## src/rtl/proc_pkg.sv

```systemverilog
// proc_pkg: shared widths, fetch FSM states and prefetch entry type for the fetch front end
package proc_pkg;
    localparam int ADDR_W = 8;
    localparam int INSTR_W = 16;
    typedef enum logic [1:0] {IDLE, REQ, DRAIN} fetch_state_t;
    typedef struct packed {
        logic [INSTR_W-1:0] instr;
        logic [ADDR_W-1:0] pc;
    } fetch_entry_t;
    function automatic logic [ADDR_W-1:0] pc_inc(input logic [ADDR_W-1:0] pc);
        return pc + ADDR_W'(1);
    endfunction
endpackage

```

## src/rtl/instruction_fetch_unit_if.sv

```systemverilog
// instruction_fetch_unit_if: instruction-memory, control-unit and redirect signals of the fetch stage
interface instruction_fetch_unit_if;
    import proc_pkg::*;
    logic fetch_en;
    logic imem_req;
    logic [ADDR_W-1:0] imem_addr;
    logic imem_ack;
    logic [INSTR_W-1:0] imem_rdata;
    logic instr_valid;
    logic [INSTR_W-1:0] instr_data;
    logic [ADDR_W-1:0] instr_pc;
    logic instr_ready;
    logic redirect_en;
    logic [ADDR_W-1:0] redirect_pc;
    modport master (
        input fetch_en, imem_ack, imem_rdata, instr_ready, redirect_en, redirect_pc,
        output imem_req, imem_addr, instr_valid, instr_data, instr_pc
    );
    modport slave (
        output fetch_en, imem_ack, imem_rdata, instr_ready, redirect_en, redirect_pc,
        input imem_req, imem_addr, instr_valid, instr_data, instr_pc
    );
endinterface

```

## src/rtl/fetch_fifo.sv

```systemverilog
// fetch_fifo: DEPTH-entry prefetch FIFO with flush; head is read straight from registered storage
module fetch_fifo
    import proc_pkg::*;
#(
    parameter int DEPTH = 2,
    localparam int CW = $clog2(DEPTH + 1)
) (
    input logic clk,
    input logic reset,
    input logic push,
    input logic pop,
    input logic flush,
    input fetch_entry_t wr_entry,
    output logic [CW-1:0] count,
    output fetch_entry_t head
);
    localparam int PW = DEPTH > 1 ? $clog2(DEPTH) : 1;
    fetch_entry_t mem_q [DEPTH];
    fetch_entry_t mem_d [DEPTH];
    logic [PW-1:0] rd_q, rd_d, wr_q, wr_d;
    logic [CW-1:0] count_q, count_d;
    function automatic logic [PW-1:0] nxt(input logic [PW-1:0] p);
        return p == PW'(DEPTH - 1) ? '0 : p + PW'(1);
    endfunction
    always_comb begin
        mem_d = mem_q;
        rd_d = flush ? '0 : pop ? nxt(rd_q) : rd_q;
        wr_d = flush ? '0 : push ? nxt(wr_q) : wr_q;
        count_d = flush ? '0 : count_q + CW'(push) - CW'(pop);
        if (push && !flush) mem_d[wr_q] = wr_entry;
    end
    always_ff @(posedge clk) begin
        if (reset) begin
            mem_q <= '{default: '0};
            rd_q <= '0;
            wr_q <= '0;
            count_q <= '0;
        end else begin
            mem_q <= mem_d;
            rd_q <= rd_d;
            wr_q <= wr_d;
            count_q <= count_d;
        end
    end
    assign count = count_q;
    assign head = mem_q[rd_q];
endmodule

```

## src/rtl/instruction_fetch_unit.sv

```systemverilog
// instruction_fetch_unit: PC owner issuing single-outstanding imem requests into a prefetch FIFO
module instruction_fetch_unit
    import proc_pkg::*;
#(
    parameter int DEPTH = 2,
    parameter logic [ADDR_W-1:0] RESET_PC = '0
) (
    input logic clk,
    input logic reset,
    instruction_fetch_unit_if.master bus
);
    localparam int CW = $clog2(DEPTH + 1);
    fetch_state_t state_q, state_d;
    logic [ADDR_W-1:0] pc_q, pc_d, addr_q, addr_d;
    logic push, pop;
    logic [CW-1:0] count;
    logic [CW:0] post_cnt;
    fetch_entry_t head;
    assign pop = bus.instr_valid && bus.instr_ready && !bus.redirect_en;
    assign post_cnt = (CW + 1)'(count) + (CW + 1)'(1) - (CW + 1)'(pop);
    always_comb begin
        state_d = state_q;
        pc_d = pc_q;
        addr_d = addr_q;
        push = 1'b0;
        case (state_q)
            IDLE: state_d = !bus.redirect_en && bus.fetch_en && count < CW'(DEPTH) ? REQ : IDLE;
            REQ: begin
                if (bus.imem_ack) begin
                    push = !bus.redirect_en;
                    pc_d = pc_inc(pc_q);
                    state_d = push && bus.fetch_en && post_cnt < (CW + 1)'(DEPTH) ? REQ : IDLE;
                end else if (bus.redirect_en) begin
                    // request cannot be withdrawn: remember its address and wait for the ack
                    addr_d = pc_q;
                    state_d = DRAIN;
                end
            end
            DRAIN: state_d = bus.imem_ack ? IDLE : DRAIN;
            default: state_d = IDLE;
        endcase
        if (bus.redirect_en) pc_d = bus.redirect_pc;
    end
    always_ff @(posedge clk) begin
        if (reset) begin
            state_q <= IDLE;
            pc_q <= RESET_PC;
            addr_q <= RESET_PC;
        end else begin
            state_q <= state_d;
            pc_q <= pc_d;
            addr_q <= addr_d;
        end
    end
    fetch_fifo #(.DEPTH(DEPTH)) u_fifo (
        .clk(clk),
        .reset(reset),
        .push(push),
        .pop(pop),
        .flush(bus.redirect_en),
        .wr_entry('{instr: bus.imem_rdata, pc: pc_q}),
        .count(count),
        .head(head)
    );
    assign bus.imem_req = state_q != IDLE;
    assign bus.imem_addr = state_q == DRAIN ? addr_q : pc_q;
    assign bus.instr_valid = count != '0;
    assign bus.instr_data = head.instr;
    assign bus.instr_pc = head.pc;
endmodule
```

## src/flat_wrapper.sv

```systemverilog
// flat-port wrapper written by rule: the top's interface ports become plain ports
module instruction_fetch_unit_flat import proc_pkg::*;
#(
    parameter int DEPTH = 2,
    parameter logic [ADDR_W-1:0] RESET_PC = '0
)
  (clk, reset, bus_fetch_en, bus_imem_ack, bus_imem_rdata, bus_instr_ready, bus_redirect_en, bus_redirect_pc, bus_imem_req, bus_imem_addr, bus_instr_valid, bus_instr_data, bus_instr_pc);
  instruction_fetch_unit_if bus_i ();
  input logic clk;
  input logic reset;
  input wire logic [$bits(bus_i.fetch_en)-1:0] bus_fetch_en;
  input wire logic [$bits(bus_i.imem_ack)-1:0] bus_imem_ack;
  input wire logic [$bits(bus_i.imem_rdata)-1:0] bus_imem_rdata;
  input wire logic [$bits(bus_i.instr_ready)-1:0] bus_instr_ready;
  input wire logic [$bits(bus_i.redirect_en)-1:0] bus_redirect_en;
  input wire logic [$bits(bus_i.redirect_pc)-1:0] bus_redirect_pc;
  output wire logic [$bits(bus_i.imem_req)-1:0] bus_imem_req;
  output wire logic [$bits(bus_i.imem_addr)-1:0] bus_imem_addr;
  output wire logic [$bits(bus_i.instr_valid)-1:0] bus_instr_valid;
  output wire logic [$bits(bus_i.instr_data)-1:0] bus_instr_data;
  output wire logic [$bits(bus_i.instr_pc)-1:0] bus_instr_pc;
  assign bus_i.fetch_en = bus_fetch_en;
  assign bus_i.imem_ack = bus_imem_ack;
  assign bus_i.imem_rdata = bus_imem_rdata;
  assign bus_i.instr_ready = bus_instr_ready;
  assign bus_i.redirect_en = bus_redirect_en;
  assign bus_i.redirect_pc = bus_redirect_pc;
  assign bus_imem_req = bus_i.imem_req;
  assign bus_imem_addr = bus_i.imem_addr;
  assign bus_instr_valid = bus_i.instr_valid;
  assign bus_instr_data = bus_i.instr_data;
  assign bus_instr_pc = bus_i.instr_pc;
  instruction_fetch_unit #(.DEPTH(DEPTH), .RESET_PC(RESET_PC)) u_core (.clk(clk), .reset(reset), .bus(bus_i));
endmodule
```

## config.mk

```make
export PLATFORM = sky130hd
export DESIGN_NAME = instruction_fetch_unit_flat
export DESIGN_NICKNAME = d
export VERILOG_FILES = /design/src/rtl/proc_pkg.sv /design/src/rtl/instruction_fetch_unit_if.sv /design/src/rtl/fetch_fifo.sv /design/src/rtl/instruction_fetch_unit.sv /design/src/flat_wrapper.sv
export SDC_FILE = /design/constraint.sdc
export NUM_CORES = 1
export LEC_CHECK = 0
export CAP_MARGIN = 10
export CORE_MARGIN = 3
export CORE_UTILIZATION = 65
export CTS_BUF_LIST = sky130_fd_sc_hd__clkbuf_4 sky130_fd_sc_hd__clkbuf_8 sky130_fd_sc_hd__clkbuf_16
export DETAILED_ROUTE_END_ITERATION = 12
export DONT_BUFFER_PORTS = 1
export GPL_TIMING_DRIVEN = 0
export PLACE_DENSITY = 0.81
export SLEW_MARGIN = 20
export SYNTH_ARGS = -nofsm -noshare
export SYNTH_HDL_FRONTEND = slang
export SYNTH_SLANG_ARGS = --single-unit
```

## constraint.sdc

```tcl
create_clock -name clk -period 3.5 [get_ports clk]
set_input_delay 0.7 -clock clk [delete_from_list [all_inputs] [get_ports clk]]
set_output_delay 0.7 -clock clk [all_outputs]
set_load 0.03 [all_outputs]
```

# [After elaboration in Yosys (flattened, before gate mapping)]
# Cells that the tools add are included.
[op_classes] reduce_logical=16 eq_ne=3 add_sub_neg=7 mux=20 n_lt_le_gt_ge=5 n_bitwise=3
[op_table] operator="$mux 24" n=4
[op_table] operator="$bwmux 48" n=1
[op_table] operator="$mux 8" n=4
[op_table] operator="$demux 24 s1" n=1
[op_table] operator="$add 8x1->8 const B" n=1
[op_table] operator="$reduce_bool 2->1" n=4
[op_table] operator="$logic_and 1x1->1" n=7
[op_table] operator="$mux 1" n=6
[op_table] operator="$mux 2" n=3
[op_table] operator="$pmux 2 s3" n=1
[op_table] operator="$ge 2x2->1 const B" n=2
[op_table] operator="$not 1->2" n=2
[op_table] operator="$add 2x1->3 const B" n=1
[op_table] operator="$lt 3x2->1 const B" n=1
[op_table] operator="$ne 3x3->1 const B" n=1
[op_table] operator="$reduce_and 3->1" n=1
[op_table] operator="$sub 3x1->3" n=1
[op_table] operator="$add 1x1->1 const B" n=2
[op_table] operator="$add 2x1->2" n=1
[op_table] operator="$eq 2x1->1 const B" n=1
[op_table] operator="$eq 2x2->1 const B" n=1
[op_table] operator="$logic_not 2->1" n=1
[op_table] operator="$lt 2x1->1 const B" n=1
[op_table] operator="$lt 2x2->1 const B" n=1
[op_table] operator="other kinds (5)" n=5
[word_totals] output_inout_bits=34 inputBits=30 word_cells=64 reg_bits=70

# [Depth between registers and ports, before layout]
# Gate-level depths: netlist of the first run.
[logic_depth] ltp_word=9 depth_mapped=10 ltp_nobuf=8

# [Modules after synthesis]
# Synthesis of the first run repeated with hierarchy kept, for this count alone.
[hier_totals] cells_unflattened=335 area_unflattened_um2=3462.1
[by_module_without_submodules] module="fetch_fifo" area_per_inst_um2=2471.1 cells_each=227 n_inst=1 seq_area_each_um2=1041.0
[by_module_without_submodules] module="instruction_fetch_unit" area_per_inst_um2=991.0 cells_each=108 n_inst=1 seq_area_each_um2=360.3

# [Worst setup path after synthesis of the first run]
# Ideal clock, no wire load.
[synth_timing] path_type="input -> register" from="in bus_redirect_en" to="reg u_core.u_fifo.count_q[1] (netlist: u_core.u_fifo.count[1])" arrival_time_ns=2.292 stages=10 path_slack_ns=1.093 setup_time_ns=0.115 required_ns=3.385 path_buffers=2 cell_sequence="buf_1 > inv_1 > clkbuf_1 > nand3_1 > ha_1 > inv_1 > ha_1 > xnor2_1 > xnor2_1 > and2_1"
[synth_between] elab_chain_len=5 word_cells_on_any_way=7 classes_between="add/sub: 2; mux: 2; reduce/logical: 3"
[synth_lines] item="start: declaration" line_no="flat_wrapper.sv:15" text="input wire logic [$bits(bus_i.redirect_en)-1:0] bus_redirect_en;"
[synth_lines] item="$logic_not 1->1" line_no="instruction_fetch_unit.sv:19, instruction_fetch_unit.sv:30"
[synth_lines] item="$mux 1" line_no="instruction_fetch_unit.sv:29" text="if (bus.imem_ack) begin"
[synth_lines] item="$mux 1" line_no="instruction_fetch_unit.sv:26" text="case (state_q)"
[synth_lines] item="$add 2x1->2" line_no="fetch_fifo.sv:29" text="count_d = flush ? '0 : count_q + CW'(push) - CW'(pop);"
[synth_lines] item="$sub 2x1->2" line_no="fetch_fifo.sv:29"
[synth_lines] item="end signal: assignment" line_no="fetch_fifo.sv:42" text="count_q <= count_d;"
[synth_lines] item="end: declaration" line_no="fetch_fifo.sv:21" text="logic [CW-1:0] count_q, count_d;"
# Several ways; a longest one is shown, not always the timed one.
# A chain may end at the register's enable or synchronous reset.

# [Final worst setup path of the first run]
[layout_timing] from="reg u_core.u_fifo.rd_q" to="out bus_instr_data[9]"
[layout_between] elab_chain_len=4
[layout_lines] item="start: declaration" line_no="fetch_fifo.sv:20" text="logic [PW-1:0] rd_q, rd_d, wr_q, wr_d;"
[layout_lines] item="start signal: assignment" line_no="fetch_fifo.sv:40" text="rd_q <= rd_d;"
[layout_lines] item="$not 1->2 (not written as such)" line_no="fetch_fifo.sv:46" text="assign head = mem_q[rd_q];"
[layout_lines] item="$mux 24 (not written as such) (3 in a row)" line_no="fetch_fifo.sv:46"
[layout_lines] item="end: declaration" line_no="flat_wrapper.sv:20" text="output wire logic [$bits(bus_i.instr_data)-1:0] bus_instr_data;"
# Every way passes these cells. The select of a mux whose other input is x is not followed.

==> impl_results.md, run 1 <==
* Status: complete, no violations
* Max-cap viol count at 0
* Routed Antenna Nets at 0
* CP startpoint kind: register
* DR pass1 iterations at 6
* Starting DRC count in detailed routing at 150
* Clock Sinks at 70
* Most used cell, CP: clkbuf_1
* Cell Area, Synth at 3410 um^2
* Fmax at 0.365 GHz
* Hold EP: u_core.state_q[1]$_SDFFE_PP0P_
* Largest net degree at the start of global routing at 12
* Vias in the first global route at 2,438
* Setup TNS at 0 ns
* Ports at 64
* Main synth FF type: dfxtp_1
* CTS buffer count at 9
* Worst Tran Pin Value at 0.618 ns
* Diodes inserted at 0
* CTS tree: built
* Post-Syn Nets at 366
* Worst VDD drop at 0.000336 V
* Leakage Power at 1.48 nW
* Final Wtd Congestion at 0.855
* Gr ovfl total at 0
* Post-cts gate resize count at 0
* Most frequent cells in the layout: 73 x nand2b_1, 70 x dfxtp_1, 57 x mux2i_1
* Clock transition at path regs at 0.07 ns
* Critical Path Sink Type: primary output
* Critical path type: register to primary output
* Final hold violation count at 0
* Commonest non-fill, non-tap cell in the layout: nand2b_1
* DR DRC count at 0
* Initial antenna violation count at 0
* Vias at 2,425
* H-Tree Depth at 3
* Hold Slack at 0.426 ns
* HPWL Detailed at 5100 um
* Setup repair after global routing missed its margin: false
* Critical Path AT at 2.04 ns
* WHS Path Cells at 1
* R2R Path Start: u_core.state_q[0]$_SDFFE_PP0P_
* Total Routing Usage GR at 24.7%
* Power Dens Cells at 427 nW/um^2
* Die Height at 78.5 um
* Initial Utilization at 69.5%
* Critical path's largest stage delay at 0.53 ns
* Die area at 6150 um^2
* Hold Path Origin: bus_imem_ack
* Routed length per placed instance at 17.5 um
* # nets final at 377
* Core Rows at 25
* Register area share after synthesis at 41.1%
* Reg2reg path depth at 8
* Vias per cell at 5.84
* First-pass GRT wire length at 11,800 um
* Cell chain of the critical path: clkbuf_1, clkbuf_1, mux2_2
* Share of cells above drive strength 1 at 17.2%
* Core box area at 4910 um^2
* Final Cycle Share at 78.3%
* Crit-path leading delay family: buffers and inverters
* Syn_area_per_cell at 10.2 um^2
* Routed wire length at 7270 um
* CP max-delay cell: clkbuf_1
* Clk_lat worst skew at 0.34 ns
* Area growth from synthesis to layout at 7.96%
* EDFF count, synth at 0
* CP Buf/Inv Count at 2
* Die Wd at 78.5 um
* Synthesis-stage register bit count at 70
* Post-synthesis cell type count at 39
* Number of warnings issued by yosys at 0
* Max Root-Sink Buffers at 2
* Mapped Cells at 333
* Hold WC Path Type: input port to register
* Max-slew headroom at 58.8%
* WP data required at 2.80 ns
* Max Clock Skew at 0.00520 ns
* Crit-path max FO at 10
* Slew Limit Fails at 0
* Flop-to-flop setup slack at 1.52 ns
* Post-CTS Setup Bufs at 0
* IO Port Bufs at 0
* Fin crit period at 2.74 ns
* Asr flop ratio synth at 0%
* Root buffer cell: clkbuf_8
* CTS Hold Bufs at 0
* RR Endpoint: u_core.u_fifo.count[1]$_SDFF_PP0_
* Final Setup Violations at 0
## state kept, by name, summed over array words and instances, names as in the netlist
signal	count
u_core.u_fifo.wr_q	1
u_core.u_fifo.mem_q	48
u_core.u_fifo.rd_q	1
u_core.state_q	2
u_core.addr_q	8
u_core.pc_q	8
u_core.u_fifo.count	2
## synth_stat cells (2+ instances only)
| cell | instances | area [um^2] |
|---|---|---|
| nand2b_1 | 73 | 457 |
| o21ai_0 | 4 | 20.0 |
| nor3_1 | 4 | 20.0 |
| ha_1 | 3 | 37.5 |
| clkbuf_1 | 14 | 52.6 |
| a311oi_1 | 5 | 43.8 |
| a211oi_1 | 2 | 15.0 |
| or4_1 | 3 | 22.5 |
| inv_1 | 4 | 15.0 |
| and2_1 | 2 | 12.5 |
| or2_2 | 2 | 12.5 |
| nand2_1 | 3 | 11.3 |
| o31ai_1 | 2 | 15.0 |
| mux2_2 | 32 | 360 |
| nor2_1 | 17 | 63.8 |
| xnor2_1 | 2 | 17.5 |
| nand3_1 | 3 | 15.0 |
| or3_1 | 5 | 31.3 |
| buf_2 | 3 | 15.0 |
| buf_4 | 2 | 15.0 |
| dfxtp_1 | 70 | 1400 |
| mux2i_1 | 57 | 571 |
| nand4_1 | 2 | 12.5 |
| buf_6 | 2 | 22.5 |
| xor2_1 | 3 | 26.3 |
## cell type report
cell class / count / area (um^2)
plain buffers: 22 / 109
multi-input cells: 237 / 1890
well taps: 67 / 83.8
clock inverters: 5 / 50.0
inverters: 4 / 15.0
flip-flops and latches: 70 / 1400
clock buffers: 10 / 138
fillers: 381 / 1230
## metrics by stage
step / instances / setup slack [ns] / instance area [um^2] / power, mW / utilization [%]
finish: 415 / 0.759 / 3680 / 1.57 / 75.0
global route: 415 / 0.646 / 3680 / 1.62 / 75.0
CTS: 415 / 0.750 / 3680 / 1.58 / 75.0
detailed placement: 400 / 0.756 / 3500 / 0.959 / 71.2
global placement: 400 / 0.832 / 3500 / 0.956 / 71.2
floorplan: 333 / 1.09 / 3410 / 0.934 / -
## how the worst max path moves through the flow
stage / from / endpoint / slack [ns] / cells after the start
floorplan: bus_redirect_en / u_core.u_fifo.count[1]$_SDFF_PP0_ / 1.09 / 10
global placement: bus_redirect_en / u_core.u_fifo.count[1]$_SDFF_PP0_ / 0.83 / 10
detailed placement: bus_redirect_en / u_core.u_fifo.count[1]$_SDFF_PP0_ / 0.76 / 10
CTS: u_core.u_fifo.rd_q$_SDFFE_PP0P_ / bus_instr_data[9] / 0.75 / 3
global route: u_core.u_fifo.rd_q$_SDFFE_PP0P_ / bus_instr_data[13] / 0.65 / 3
finish: u_core.u_fifo.rd_q$_SDFFE_PP0P_ / bus_instr_data[9] / 0.76 / 3
## per-layer routing
layer  up-vias  share of wire (%)  routed length, um  track usage, %
met5         -                  0                  0               0
met4         0                1.2                 88            9.09
met3        10                5.7                412            8.26
met2        67                 49               3540            40.8
met1      1177                 44               3230            29.9
li1       1171                  -                  -               -
## cells by family (layout without fill, tap and decap cells)
group / count (synthesis) / count (layout) / synth area share, %
simple gates: 122 / 122 / 21.8
mux: 89 / 89 / 27.3
flops: 70 / 70 / 41.1
buf+inv: 26 / 41 / 3.63
compound gates: 18 / 18 / 3.85
xor+xnor: 5 / 5 / 1.28
fa+ha+maj: 3 / 3 / 1.10
## power breakdown
group | internal (mW) | leakage, nW | switching [mW] | total (mW)
Sequential | 0.808 | 0.566 | 0.0176 | 0.826
Combinational | 0.0451 | 0.817 | 0.0708 | 0.116
Clock | 0.339 | 0.102 | 0.293 | 0.632
Total | 1.19 | 1.48 | 0.381 | 1.57
Note: power is estimated with default switching activity, not from simulation.
==> inputs of run 2 (changes only) <==
--- a/config.mk
+++ b/config.mk
@@ -7,12 +7,12 @@
 export LEC_CHECK = 0
 export CAP_MARGIN = 10
 export CORE_MARGIN = 3
-export CORE_UTILIZATION = 65
+export CORE_UTILIZATION = 63
 export CTS_BUF_LIST = sky130_fd_sc_hd__clkbuf_4 sky130_fd_sc_hd__clkbuf_8 sky130_fd_sc_hd__clkbuf_16
 export DETAILED_ROUTE_END_ITERATION = 12
 export DONT_BUFFER_PORTS = 1
 export GPL_TIMING_DRIVEN = 0
-export PLACE_DENSITY = 0.81
+export PLACE_DENSITY = 0.79
 export SLEW_MARGIN = 20
 export SYNTH_ARGS = -nofsm -noshare
 export SYNTH_HDL_FRONTEND = slang
==> constraint.sdc (replaced) <==
create_clock -name clk -period 2.6 [get_ports clk]
set_input_delay 0.52 -clock clk [delete_from_list [all_inputs] [get_ports clk]]
set_output_delay 0.52 -clock clk [all_outputs]
set_load 0.03 [all_outputs]
==> impl_results.md, run 2 (synthesis results as in run 1) <==
* CTS buffer count at 9 (unchanged)
* Routed Antenna Nets at 0 (unchanged)
* Final setup margin at 0.222 ns (-0.537 ns)
* Placed cell count at 403 (+0.75%)
* Max-cap viol count at 0 (unchanged)
* Die area at 6330 um^2 (+2.9%)
* Power, Total at 2.10 mW (+34%)
* Finished Core Util at 71.4% (-3.6 points)
* Final Cycle Share at 91.5%
* Routed wire length at 7110 um (-2.1%)
* DR pass1 iterations at 4 (-2)
* Root buffer cell: clkbuf_8
* FF/Latch Area at 1400 um^2 (unchanged)
* Setup TNS at 0 ns (unchanged)
* Critical Path AT at 1.86 ns (-0.18 ns)
* First-pass GRT wire length at 11,800 um (+0.30%)
* Fin cells at 419 (+0.96%)
* Share of cells above drive strength 1 at 17.8% (+0.52 points)
* Critical path's largest stage delay at 0.47 ns (-0.06 ns)
* Hold WC Path Type: input port to register
* Fin crit period at 2.38 ns
* Status: complete, no violations
* Power Dens Cells at 570 nW/um^2 (+33%)
* Commonest non-fill, non-tap cell in the layout: nand2b_1
* Post-CTS Setup Bufs at 0 (unchanged)
* H-Tree Depth at 3 (unchanged)
* Worst Tran Pin Value at 0.606 ns (-0.0114 ns)
* Worst VDD drop at 0.000377 V (+12%)
* CP max-delay cell: mux2_2
* Final hold violation count at 0 (unchanged)
* Setup repair after global routing missed its margin: false
* DR DRC count at 0 (unchanged)
* Final Setup Violations at 0 (unchanged)
* HPWL Detailed at 4910 um (-3.7%)
* Largest net degree at the start of global routing at 12 (unchanged)
* Starting DRC count in detailed routing at 108 (-28%)
* Vias per cell at 5.63 (-3.7%)
* Core box area at 5170 um^2 (+5.3%)
* Crit-path leading delay family: buffers and inverters
* Vias at 2,359 (-2.7%)
* Die Height at 79.6 um (+1.5%)
* Biggest register: u_core.u_fifo.mem_q
* Multi-input logic area at 1890 um^2 (unchanged)
* Max Clock Skew at 0.00531 ns (+0.000110 ns)
* Largest register FFs at 48 (unchanged)
* Critical path type: register to primary output
* Clock Sinks at 70 (unchanged)
* Critical Path Sink Type: primary output
* IO Port Bufs at 0 (unchanged)
* CTS tree: built
* Placement Setup Slack at 0.0708 ns (-0.685 ns)
* CP Buf/Inv Count at 2 (unchanged)
* Total Routing Usage GR at 24.1% (-0.65 points)
* Crit-path max FO at 10 (unchanged)
* Clock transition at path regs at 0.07 ns (about the same)
* Area growth from synthesis to layout at 8.18%
* Core Rows at 26 (+4.0%)
* Max Root-Sink Buffers at 2 (unchanged)
* Clk_lat worst skew at 0.34 ns (about the same)
* Slew Limit Fails at 0 (unchanged)
* Ports at 64 (unchanged)
* Cell chain of the critical path: clkbuf_1, clkbuf_2, mux2_2
* Fillers at 399 (+4.7%)
* Initial antenna violation count at 0 (unchanged)
* Gr ovfl total at 0 (unchanged)
* Routed length per placed instance at 17.0 um (-3.0%)
* Die Wd at 79.6 um (+1.5%)
* Final Wtd Congestion at 0.749 (-12%)
* Fmax at 0.420 GHz
* Most frequent cells in the layout: 73 x nand2b_1, 70 x dfxtp_1, 57 x mux2i_1
* # nets final at 377 (unchanged)
* CTS Hold Bufs at 0 (unchanged)
* WP data required at 2.08 ns (-0.72 ns)
* Initial Utilization at 66.0% (-3.5 points)
* CP startpoint kind: register
* Diodes inserted at 0 (unchanged)
* Top Registers: u_core.u_fifo.mem_q (48), u_core.addr_q (8), u_core.pc_q (8)
* Vias in the first global route at 2,481 (+1.8%)
* Leakage Power at 1.49 nW (about the same)
* Max-slew headroom at 59.3% (+0.45 points)
run 2: metrics by stage:
stage	hold slack, ns	cell area [um^2]
after floorplan	0.445	3410
after global placement	0.454	3500
after detailed placement	0.462	3500
after CTS	0.257	3690
after global routing	0.258	3690
final	0.260	3690
run 2: report_power, final:
| part | total, mW | switching [mW] | internal [mW] |
|---|---|---|---|
| clock network | 0.836 | 0.404 | 0.432 |
| registers | 1.11 | 0.0240 | 1.09 |
| logic | 0.155 | 0.0940 | 0.0605 |
run 2: cell type report:
class | count | area share [%]
multi-input combinational | 237 | 51.1
sequential | 70 | 38.0
clock buffer | 13 | 4.68
buffer | 22 | 2.98
tap | 70 | 2.37
clock inverter | 3 | 0.475
inverter | 4 | 0.407
run 2: timing repair:
| item | 4_1_cts | 5_1_grt |
|---|---|---|
| endpoints found under the hold margin | 0 | 0 |
| endpoints found under the setup margin | 4 | 0 |
| gates resized for setup | 1 | 0 |
run 2: worst paths after layout:
kind	start	end	slack (ns)	cells after the start
worst max-delay path	u_core.u_fifo.rd_q$_SDFFE_PP0P_	bus_instr_pc[6]	0.22	3
worst min-delay path	bus_imem_ack	u_core.state_q[1]$_SDFFE_PP0P_	0.26	1
worst max register to register	u_core.state_q[0]$_SDFFE_PP0P_	u_core.u_fifo.count[1]$_SDFF_PP0_	0.73	8
worst min register to register	u_core.u_fifo.mem_q[18]$_SDFFE_PP0P_	u_core.u_fifo.mem_q[18]$_SDFFE_PP0P_	0.47	2
run 2: worst reg2reg max path: stages (launching register included):
cell and delay [ns]:
dfxtp_1 0.49, nor2b_1 0.25, nand3_1 0.12, ha_1 0.30, inv_1 0.03, ha_1 0.17, xnor2_1 0.13, xnor2_1 0.12
and2_1 0.15
run 2: routing by layer:
| layer | vias to the layer above | track usage (%) | part of all wire (%) |
|---|---|---|---|
| met5 | - | 0 | 0 |
| met4 | 0 | 9.79 | 1.5 |
| met3 | 10 | 4.74 | 4.7 |
| met2 | 63 | 42.2 | 50 |
| met1 | 1107 | 28.6 | 44 |
| li1 | 1179 | - | - |
==> inputs of run 3 (changes only) <==
--- a/config.mk
+++ b/config.mk
@@ -5,14 +5,15 @@
 export SDC_FILE = /design/constraint.sdc
 export NUM_CORES = 1
 export LEC_CHECK = 0
+export ABC_AREA = 1
 export CAP_MARGIN = 10
 export CORE_MARGIN = 3
-export CORE_UTILIZATION = 63
+export CORE_UTILIZATION = 62
 export CTS_BUF_LIST = sky130_fd_sc_hd__clkbuf_4 sky130_fd_sc_hd__clkbuf_8 sky130_fd_sc_hd__clkbuf_16
 export DETAILED_ROUTE_END_ITERATION = 12
 export DONT_BUFFER_PORTS = 1
 export GPL_TIMING_DRIVEN = 0
-export PLACE_DENSITY = 0.79
+export PLACE_DENSITY = 0.78
 export SLEW_MARGIN = 20
 export SYNTH_ARGS = -nofsm -noshare
 export SYNTH_HDL_FRONTEND = slang
==> impl_results.md, run 3 <==
* Vias at 2,837 (+20%)
* CTS tree: built
* Ports at 64 (unchanged)
* Fmax at 0.405 GHz (-3.7%)
* Diodes inserted at 0 (unchanged)
* Post-Syn Nets at 458 (+25%)
* Routed length per placed instance at 15.2 um (-11%)
* Status: complete, no violations
* WHS Path Cells at 1 (unchanged)
* Net switching power at 0.513 mW (-1.6%)
* Die Wd at 76.2 um (-4.2%)
* First-pass GRT wire length at 13,000 um (+11%)
* Most frequent cell after synthesis: o21ai_0
* Final Wtd Congestion at 0.799 (+6.8%)
* Main synth FF type: dfxtp_1
* Area growth from synthesis to layout at 9.16%
* WP data required at 2.08 ns (about the same)
* Initial Utilization at 67.0% (+1.1 points)
* EDFF count, synth at 0 (unchanged)
* Final Cycle Share at 95.0% (+3.5 points)
* Syn_area_per_cell at 7.20 um^2 (-30%)
* Power, Total at 2.11 mW (+0.50%)
* Gr ovfl total at 0 (unchanged)
* Global routing's busiest layer: met2
* Leakage Power at 1.32 nW (-11%)
* Reg2reg path depth at 9 (+1)
* Max-cap viol count at 0 (unchanged)
* Clock Power Share at 40.0% (+0.2 points)
* CTS buffer count at 9 (unchanged)
* Slew Limit Fails at 0 (unchanged)
* Top Registers: u_core.u_fifo.mem_q (48), u_core.addr_q (8), u_core.pc_q (8)
* Core Rows at 24 (-7.7%)
* DR pass1 iterations at 5 (+1)
* HPWL Detailed at 5420 um (+10%)
* Hold WC Path Type: input port to register
* Asr flop ratio synth at 0% (unchanged)
* Cell Area, Synth at 3060 um^2 (-10%)
* Routed wire length at 7680 um (+8.0%)
* Most frequent cells in the layout: 94 x o21ai_0, 70 x dfxtp_1, 61 x nand2_1
* Mapped Cells at 425 (+28%)
* Worst VDD drop at 0.000466 V (+24%)
* Sw Ratio at 24.3% (-0.53 points)
* Max Root-Sink Buffers at 2 (unchanged)
* Total Routing Usage GR at 27.9% (+3.8 points)
* Biggest register: u_core.u_fifo.mem_q
* Max Clock Skew at 0.00499 ns (-0.000324 ns)
* Setup TNS at 0 ns (unchanged)
* Core box area at 4560 um^2 (-12%)
* Register area share after synthesis at 45.8% (+4.7 points)
* Root buffer cell: clkbuf_8
* CP startpoint kind: register
* Sequential fraction of design power at 52.6% (-0.3 points)
* Critical Path Sink Type: primary output
* Final hold violation count at 0 (unchanged)
* Clk_lat worst skew at 0.35 ns (about the same)
* Critical Path AT at 1.95 ns (+0.09 ns)
* CTS Hold Bufs at 0 (unchanged)
* Crit-path max FO at 10 (unchanged)
* Fin crit period at 2.47 ns (+0.0915 ns)
* Commonest cells in the netlist: 95 x o21ai_0, 70 x dfxtp_1, 61 x nand2_1
* M3 GR Usage at 10.2% (+5.4 points)
* Clock transition at path regs at 0.07 ns (about the same)
* Routed Antenna Nets at 0 (unchanged)
* Hold Slack at 0.231 ns (-0.0293 ns)
* Vias per cell at 5.61 (-0.41%)
* Largest net degree at the start of global routing at 11 (-1)
* Vias in the first global route at 2,790 (+12%)
* Largest register FFs at 48 (unchanged)
* Ranking of synthesized cells by area: dfxtp_1 46%, o21ai_0 16%, a21oi_1 8.2%
* Grt met1 use at 34.0% (+5.5 points)
* Commonest non-fill, non-tap cell in the layout: o21ai_0
* Clock Sinks at 70 (unchanged)
* Die Height at 76.2 um (-4.2%)
* Starting DRC count in detailed routing at 157 (+45%)
* Power share of the combinational group at 7.4% (about the same)
* Yosys top cell by area: dfxtp_1
* Die area at 5810 um^2 (-8.2%)
* H-Tree Depth at 3 (unchanged)
* Final Setup Violations at 0 (unchanged)
* Met2 Use GR at 45.9% (+3.6 points)
* Critical path type: register to primary output
* Share of cells above drive strength 1 at 9.30% (-8.5 points)
* Post-synthesis cell type count at 22 (-44%)
* Power Dens Cells at 633 nW/um^2 (+11%)
* Setup repair after global routing missed its margin: false
* IO Port Bufs at 0 (unchanged)
* Post-synth top area share at 45.8% (+4.7 points)
* Number of warnings issued by yosys at 0 (unchanged)
* DR DRC count at 0 (unchanged)
* Placed cell areas at 3140 um^2 (-10%)
* Max-slew headroom at 29.3% (-30 points)
* # nets final at 469 (+24%)
* Internal Power at 1.60 mW (+1.2%)
* Worst Tran Pin Value at 1.05 ns (+0.443 ns)
* Post-route design area at 3340 um^2 (-9.5%)
* Initial antenna violation count at 0 (unchanged)
* Fin cells at 506 (+21%)
* Synthesis-stage register bit count at 70 (unchanged)
* Placed cell count at 490 (+22%)
## run 3: changes by cell type in the layout (fill, tap and decap cells not counted), sizes merged, moves of 32 or more
cell,before,now
nor2,17,50
o21ai,4,95
a21oi,1,50
inv,4,51
mux2,32,0
mux2i,57,0
nand2b,73,0
nand2,3,64
## run 3: final cells by class
class,count,area [um^2]
Sequential cell,70,1400
Multi-Input combinational cell,280,1340
Fill cell,388,1220
Clock buffer,16,195
Inverter,51,191
Buffer,24,131
Tap cell,65,81.3
## run 3: metal layers
metal  vias up  part of all wire [%]
met5         -                     0
met4         0                   2.0
met3        18                   6.9
met2        97                    48
met1      1318                    43
li1       1404                     -
## run 3: kinds of logic after synthesis
logic type               synth area share [%]
AO/OA/AOI/OAI                            24.4
adder cells (fa/ha/maj)                  1.23
AND/OR/NAND/NOR                          16.9
buffers and inverters                    10.5
flip-flops                               45.8
XOR/XNOR                                 1.15
## run 3: worst paths after layout
kind                                        startpoint                              endpoint  slack, ns
hold reg to reg   u_core.u_fifo.mem_q[42]$_SDFFE_PP0P_  u_core.u_fifo.mem_q[42]$_SDFFE_PP0P_       0.45
setup reg to reg     u_core.u_fifo.count[1]$_SDFF_PP0_     u_core.u_fifo.count[1]$_SDFF_PP0_       0.76
setup / recovery       u_core.u_fifo.rd_q$_SDFFE_PP0P_                     bus_instr_data[4]       0.13
hold / removal                                   reset           u_core.pc_q[6]$_SDFFE_PP0P_       0.23
## run 3: stage by stage
step	utilization, %	worst slack [ns]
after floorplan	-	0.742
after global placement	68.8	0.441
after detailed placement	68.8	0.411
after CTS	73.1	0.0117
after global routing	73.2	0.00569
final	73.2	0.130
## run 3: critical path, stage by stage (launching register included)
cell,delay (ns)
dfxtp_1,0.41
clkbuf_1,0.39
clkbuf_2,0.33
nand2_1,0.08
o21ai_0,0.39
## run 3: repair_timing
action                     4_1_cts  5_1_grt
setup endpoints to repair        0       12
hold endpoints to repair         0        0
buffers inserted                 0        0
resized for setup                0        4
## run 3: power by group through the flow
stage,clock network [mW],registers (mW),logic [mW]
finish,0.845,1.11,0.156
global placement,0,1.13,0.149
global route,0.905,1.11,0.174
detailed placement,0,1.14,0.153
floorplan,0,1.13,0.126
CTS,0.852,1.11,0.155
